--- config.mk ---
export PLATFORM = sky130hd
export DESIGN_NAME = seven_seg_scanner
export DESIGN_NICKNAME = d
export VERILOG_FILES = /design/src/rtl/seven_seg_scanner.sv
export SDC_FILE = /design/constraint.sdc
export NUM_CORES = 1
export LEC_CHECK = 0
export CORE_ASPECT_RATIO = 2
export CORE_UTILIZATION = 41
export DETAILED_ROUTE_END_ITERATION = 8
export DONT_BUFFER_PORTS = 1
export GPL_ROUTABILITY_DRIVEN = 0
export GPL_TIMING_DRIVEN = 0
export HOLD_SLACK_MARGIN = 0.06
export PLACE_DENSITY_LB_ADDON = 0.12
export SETUP_SLACK_MARGIN = 0.5
export SYNTH_ARGS = -nofsm -noshare
export SYNTH_HDL_FRONTEND = slang
export SYNTH_SLANG_ARGS = --single-unit
--- constraint.sdc ---
create_clock -name clk -period 4.1 [get_ports clk]
set_input_delay 0.82 -clock clk [delete_from_list [all_inputs] [get_ports clk]]
set_output_delay 0.82 -clock clk [all_outputs]
set_load 0.02 [all_outputs]
--- src/rtl/seven_seg_scanner.sv ---
// ----------------------------------------------------------------------------
// seven_seg_scanner: time-multiplexed N-digit common-anode hex display driver
// with per-slot blanking and frame-synchronous double buffering.  Rev 1.0
// ----------------------------------------------------------------------------
`default_nettype none

module seven_seg_scanner #(
  parameter int N_DIGITS     = 4,
  parameter int SLOT_CYCLES  = 100000,
  parameter int BLANK_CYCLES = 1000
) (
  input  logic                  clk,
  input  logic                  rst,
  input  logic [4*N_DIGITS-1:0] value,
  input  logic [N_DIGITS-1:0]   dp,
  input  logic [N_DIGITS-1:0]   digit_en,
  input  logic                  load,
  output logic                  pending,
  output logic [N_DIGITS-1:0]   AN,
  output logic [6:0]            SEG,
  output logic                  DP,
  output logic                  frame_tick
);

  localparam int c_cnt_w = (SLOT_CYCLES > 1) ? $clog2(SLOT_CYCLES) : 1;
  localparam int c_idx_w = (N_DIGITS > 1) ? $clog2(N_DIGITS) : 1;
  localparam logic [c_cnt_w-1:0] c_cnt_last = c_cnt_w'(SLOT_CYCLES - 1);
  localparam logic [c_cnt_w-1:0] c_blank    = c_cnt_w'(BLANK_CYCLES);
  localparam logic [c_idx_w-1:0] c_idx_last = c_idx_w'(N_DIGITS - 1);

  function automatic logic [6:0] f_decode(input logic [3:0] n);
    case (n)
      4'h0: f_decode = 7'h40;  4'h1: f_decode = 7'h79;
      4'h2: f_decode = 7'h24;  4'h3: f_decode = 7'h30;
      4'h4: f_decode = 7'h19;  4'h5: f_decode = 7'h12;
      4'h6: f_decode = 7'h02;  4'h7: f_decode = 7'h78;
      4'h8: f_decode = 7'h00;  4'h9: f_decode = 7'h10;
      4'hA: f_decode = 7'h08;  4'hB: f_decode = 7'h03;
      4'hC: f_decode = 7'h46;  4'hD: f_decode = 7'h21;
      4'hE: f_decode = 7'h06;  4'hF: f_decode = 7'h0E;
      default: f_decode = 7'h7F;
    endcase
  endfunction

  logic [c_cnt_w-1:0]    cnt_q, cnt_d;
  logic [c_idx_w-1:0]    idx_q, idx_d;
  logic [4*N_DIGITS-1:0] pval_q, pval_d, aval_q, aval_d;
  logic [N_DIGITS-1:0]   pdp_q, pdp_d, adp_q, adp_d;
  logic [N_DIGITS-1:0]   pen_q, pen_d, aen_q, aen_d;
  logic                  flag_q, flag_d;
  logic [N_DIGITS-1:0]   an_q, an_d;
  logic [6:0]            seg_q, seg_d;
  logic                  dp_q, dp_d;
  logic                  tick_q, tick_d;

  logic                  cnt_wrap;
  logic                  frame_end;
  logic                  drive;
  logic [3:0]            nibble;

  always_comb begin
    cnt_wrap  = (cnt_q == c_cnt_last);
    frame_end = cnt_wrap && (idx_q == c_idx_last);
    nibble    = aval_q[{idx_q, 2'b00} +: 4];
    // A disabled digit looks identical to the blanking phase.
    drive     = (cnt_q >= c_blank) && aen_q[idx_q];

    cnt_d = cnt_wrap ? '0 : cnt_q + 1'b1;
    idx_d = idx_q;
    if (cnt_wrap) idx_d = (idx_q == c_idx_last) ? '0 : idx_q + 1'b1;

    pval_d = load ? value    : pval_q;
    pdp_d  = load ? dp       : pdp_q;
    pen_d  = load ? digit_en : pen_q;
    // A load on the swap edge re-arms the flag for the following frame.
    flag_d = load | (flag_q & ~frame_end);

    aval_d = aval_q;
    adp_d  = adp_q;
    aen_d  = aen_q;
    if (frame_end && flag_q) begin
      aval_d = pval_q;
      adp_d  = pdp_q;
      aen_d  = pen_q;
    end

    an_d   = '1;
    seg_d  = 7'h7F;
    dp_d   = 1'b1;
    if (drive) begin
      an_d  = ~(N_DIGITS'(1) << idx_q);
      seg_d = f_decode(nibble);
      dp_d  = ~adp_q[idx_q];
    end
    tick_d = (cnt_q == '0) && (idx_q == '0);
  end

  always_ff @(posedge clk or posedge rst) begin
    if (rst) begin
      cnt_q  <= '0;
      idx_q  <= '0;
      pval_q <= '0;
      pdp_q  <= '0;
      pen_q  <= '0;
      aval_q <= '0;
      adp_q  <= '0;
      aen_q  <= '0;
      flag_q <= 1'b0;
      an_q   <= '1;
      seg_q  <= 7'h7F;
      dp_q   <= 1'b1;
      tick_q <= 1'b0;
    end else begin
      cnt_q  <= cnt_d;
      idx_q  <= idx_d;
      pval_q <= pval_d;
      pdp_q  <= pdp_d;
      pen_q  <= pen_d;
      aval_q <= aval_d;
      adp_q  <= adp_d;
      aen_q  <= aen_d;
      flag_q <= flag_d;
      an_q   <= an_d;
      seg_q  <= seg_d;
      dp_q   <= dp_d;
      tick_q <= tick_d;
    end
  end

  assign pending    = flag_q;
  assign AN         = an_q;
  assign SEG        = seg_q;
  assign DP         = dp_q;
  assign frame_tick = tick_q;

endmodule

`default_nettype wire

; After elaboration in Yosys (flattened, before gate mapping)
; Memories as Yosys holds them, arrays and structs flattened.
; Cells that the tools add are included.
; W data, S select, Z words.
[word_totals]
mem_count = 1
romBits = 112
latchBits = 0
ff_bits = 81
word_cells = 42
ram_bits = 0
[op_classes]
n_shift = 2
bitwise = 5
multipliers = 0
n_mux = 9
div = 0
add_sub_neg = 2
n_reduce_logical = 6
eq_ne = 2
n_lt_le_gt_ge = 2
[mem_list]
columns = memory, words, word_bits, read_ports, rd_ports_with_merged_regs, wr, line
row1 = (no name shown), 16, 7, 1, 0, 0, 32  ; case (n)
[op_table]
columns = cell, n
row1 = $add A17 B1 Y17 const B, 1
row2 = $eq A17 B17 Y1 const B, 1
row3 = $ge A17 B10 Y1 const B, 1
row4 = $logic_not A17 Y1, 1
row5 = $mux W17, 1
row6 = $shiftx A16 B5 Y4, 1
row7 = $mux W7, 1
row8 = $bmux W1 S2, 2
row9 = $logic_and A1 B1 Y1, 4
row10 = $mux W4, 1
row11 = $not A4 Y4, 1
row12 = $shl A1 B2 Y4 const A, 1
row13 = $lt A2 B3 Y1 const B, 1
row14 = $mux W1, 3
row15 = $add A2 B1 Y2 const B, 1
row16 = $eq A2 B2 Y1 const B, 1
row17 = $logic_not A2 Y1, 1
row18 = $mux W2, 1
row19 = $not A1 Y1, 2
row20 = $and A1 B1 Y1, 1
row21 = $or A1 B1 Y1, 1

; Longest topological paths before layout
[logic_depth]
word_depth = 5
mapped_depth = 7
depth_no_buf = 6

; Least setup slack after synthesis
; OpenSTA, ideal clock, no wires.
[synth_timing]
path_kind = flip-flop to flip-flop
start = register cnt_q[14]
end = register adp_q[0]
setup_slack_ns = 1.718
path_stages_with_launch = 7
path_buffers = 2
t_required_ns = 3.975
arrival_time_ns = 2.257
period_less_slack_ns = 2.382
cell_sequence = dfrtp_1 or4_1 or4_1 buf_2 nor3_4 buf_6 mux2_2
[synth_via]
elab_chain_len = 3
[synth_lines]
columns = item, line
row1 = "start, declared", 45  ; logic [c_cnt_w-1:0] cnt_q, cnt_d;
row2 = "start signal, assigned", 114  ; cnt_q <= cnt_d;
row3 = $eq A17 B17 Y1, 62  ; cnt_wrap = (cnt_q == c_cnt_last);
row4 = $logic_and A1 B1 Y1, 63  ; frame_end = cnt_wrap && (idx_q == c_idx_last);
row5 = $logic_and A1 B1 Y1, 81  ; if (frame_end && flag_q) begin
row6 = "end signal, assigned", 120  ; adp_q <= adp_d;
row7 = "end, declared", 48  ; logic [N_DIGITS-1:0] pdp_q, pdp_d, adp_q, adp_d;
; Every way passes these cells.
; A chain may end at the register's enable or synchronous reset.

; Worst setup path in the final report
[layout_timing]
start = register idx_q[0]
end = register seg_q[0] (netlist: SEG[0])
[layout_via]
elab_chain_len = 4
word_cells_on_any_way = 6
cone_classes = shift (1) / mux (3) / reduce/logical (1) / memory (1)
[layout_lines]
columns = item, line
row1 = "start, declared", 46  ; logic [c_idx_w-1:0] idx_q, idx_d;
row2 = "start signal, assigned", 115  ; idx_q <= idx_d;
row3 = "parallel branches: the longest is 3 deep, another holds $mem_v2 Z16 W7", n/a
row4 = $mux W7 (*), 90  ; if (drive) begin
row5 = named net seg_d[0], 52  ; logic [6:0] seg_q, seg_d;
row6 = "end signal, assigned", 124  ; seg_q <= seg_d;
row7 = "end, declared", 52
; Mark *: on every way through the listed nets, which the timed path passes. The select of a mux whose other input is x is not followed.

==> flow_summary.json <==
{
  "io_buffers": 0,
  "startpoint": "idx_q[0]",
  "core_area_um2": 8650,
  "cp.buffers_inverters": 2,
  "finalClockSkew_ns": 0.0102,
  "clkSlewWorstSetupHoldPaths_ns": 0.06,
  "cts_sinks": 81,
  "grt_usage_pct": 17.2,
  "grt_pass1_vias": 2265,
  "ctsHoldBuffers": 0,
  "final_hold_viol_count": 0,
  "worstSkewPairLatency_ns": 0.34,
  "dieArea_um2": 9380,
  "clockBufferDepth": 2,
  "cts_tree": "yes",
  "layout.nets": 328,
  "fp.dieH_um": 136,
  "r2r_cells": 7,
  "worstSetupEndpointType": "register",
  "yosys.area.top_type": "dfrtp_1",
  "highest_layer": "met4",
  "final_common_cell": "dfrtp_1",
  "crit_fanout": 10,
  "synthTopCellsByArea": "dfrtp_1, mux2_2, dfstp_2",
  "setup_tns_ns": 0,
  "setup_viol": 0,
  "worstPathArrival_ns": 2.95,
  "met2_length_um": 3660,
  "layout-area-overhead-vs-synth_pct": 12.1,
  "timing.fmax_mhz": 369,
  "critical_path.cell_chain": "clkbuf_1 -> mux4_2 -> inv_1 -> ha_1 -> nor2_1 -> a22o_1 -> o31ai_1",
  "timing.hold.ws_ns": 0.278,
  "rrSetupSlack_ns": 1.39,
  "ir_worst_vdd_uv": 219,
  "die_w_um": 69.0,
  "drive_gt1_share_pct": 31.3,
  "finalNonFillerCells": 394,
  "ys_seq_elements": 81,
  "yosysSeqAreaShare_pct": 55.5,
  "critPathLaunchType": "register",
  "cp_slowest_stage_delay_ns": 0.70,
  "antenna_left": 0,
  "leakagePower_uw": 0.00181,
  "syn-mean-instance-area_um2": 13.3,
  "wirelength_um": 6760,
  "register_area_um2": 2040,
  "syn_inst": 277,
  "grt_max_degree": 66,
  "yosys_warnings": 0,
  "drtIter0Drc": 68,
  "cp_top_family": "buffers and inverters",
  "dp_hpwl_um": 5050,
  "fin_crit_ns": 2.71,
  "dr.pass1.iters": 4,
  "n_fill_cell": 817,
  "ys_types": 40,
  "r2r_end": "SEG[0]",
  "required_ns": 4.34,
  "tightest_slew_ns": 0.688,
  "relSlewSlack_pct": 54.1,
  "reg2reg_from": "idx_q[0]",
  "drc": 0,
  "multi_input_area_um2": 1550,
  "grt_pass1_wl_um": 11400,
  "core.rowCount": 48,
  "wl_met3_um": 242,
  "wl_met1_um": 2630,
  "synth_top_area_share_pct": 46.9,
  "wl_per_cell_um": 17.2,
  "p_per_area_nw_per_um2": 400,
  "finalMaxSlewViolations": 0,
  "hold_class": "input pin to asynchronous set/reset pin",
  "period_share_pct": 66.1,
  "vias": 2141,
  "antenna_found_initial": 0,
  "final_cell_mix": "dfrtp_1, mux2_2, nand2_1",
  "syn_area_um2": 3680,
  "slowest_stage": "mux4_2",
  "rsz0062_at_grt": "false",
  "worstSetupPathType": "register to register",
  "cts_inserted_buffers": 9,
  "grt_overflow_total": 0,
  "status": "complete, no violations",
  "htree_levels": 3,
  "placed_area_um2": 3830,
  "postCtsSetupRepairBufs": 0,
  "cts_root_buffer": "clkbuf_16",
  "cts_resized": 0,
  "diodes": 0,
  "io_pins": 41,
  "drv_cap": 0,
  "stdcell_area_um2": 4120,
  "viasPerCell": 5.43,
  "start_util_pct": 42.5,
  "syn-num-nets": 316,
  "placed_cells": 378
}
## where the power goes
part / leakage (uW) / switching (uW) / internal, uW
Combinational: 0.000659 / 25.0 / 24.7
Sequential: 0.00102 / 11.9 / 824
Clock: 0.000138 / 318 / 445
Total: 0.00181 / 355 / 1290
## synth_stat cells
library cell and count:
inv_1 8, or3_1 6, buf_6 2, o211a_1 1, xor2_1 8, dfrtp_1 69
nand4_1 4, clkbuf_1 7, nand3b_1 3, nor2b_1 1, mux4_2 5, o221ai_1 1
mux2i_1 7, a22o_1 1, nand2b_1 2, nor3_4 1, a211oi_1 1, dfstp_2 12
nor2_1 11, o21ai_0 3, mux2_2 52, or4_1 4, o31a_1 1, o211ai_1 3
and4_1 2, a21oi_1 4, nand3_1 11, nor3_1 1, buf_1 1, nor3b_1 1
and2_1 1, nand2_1 14, buf_2 1, o311ai_0 1, nor2_2 1, o31ai_1 3
and3_1 2, ha_1 12, nor4_1 2, xnor2_1 7
## registers in the layout (all words and copies together) (netlist names)
name        flops
AN              4
DP              1
SEG             7
adp_q           4
aen_q           4
aval_q         16
cnt_q          17
frame_tick      1
idx_q           2
pdp_q           4
pen_q           4
pending         1
pval_q         16
## how the worst max path moves through the flow
| stage | endpoint | slack (ns) | depth (start not counted) |
|---|---|---|---|
| floorplan | adp_q[0] | 1.22 | 1 |
| global placement | aval_q[14] | 0.31 | 1 |
| detailed placement | SEG[0] | 1.34 | 7 |
| CTS | SEG[0] | 1.32 | 7 |
| global route | SEG[0] | 1.18 | 7 |
| finish | SEG[0] | 1.39 | 7 |
## layout make-up
| class | count | area share [%] |
|---|---|---|
| clock buffer | 11 | 6.13 |
| timing repair buffer | 1 | 0.667 |
| inverter | 8 | 0.789 |
| multi-input combinational | 177 | 37.6 |
| sequential | 81 | 49.5 |
| clock inverter | 5 | 0.910 |
| tap | 100 | 3.03 |
| buffer | 11 | 1.40 |
## routing by layer
layer  GRT usage (%)  up-vias
met2            28.3       42
met4            10.1        0
met5               0        -
li1                -     1022
met1            18.9     1058
met3            5.03       19
## worst register-to-register path, cell delays in order (launching register included)
cell and delay [ns]:
dfrtp_1 0.37, clkbuf_1 0.54, mux4_2 0.70, inv_1 0.17, ha_1 0.28, nor2_1 0.07, a22o_1 0.22, o31ai_1 0.26
## per-stage QoR
step,util [%],total power (uW),setup slack [ns]
after floorplan,-,885,1.22
after global placement,44.0,898,0.308
after detailed placement,44.3,903,1.34
after CTS,47.7,1670,1.32
after global routing,47.7,1710,1.18
final,47.7,1650,1.39
## kinds of logic (layout without fill, tap and decap cells)
kind of cell	after synthesis	count (layout)	synth area share [%]
AOI/OAI and AO/OA	19	19	3.61
DFF	81	81	55.5
muxes	64	64	20.9
and+or+nand+nor	67	67	9.97
xor gates and xnor gates	15	15	3.57
adders and majority gates	12	12	4.08
buffers and inverters	19	36	2.38
Power figures use the tool's default switching activity.
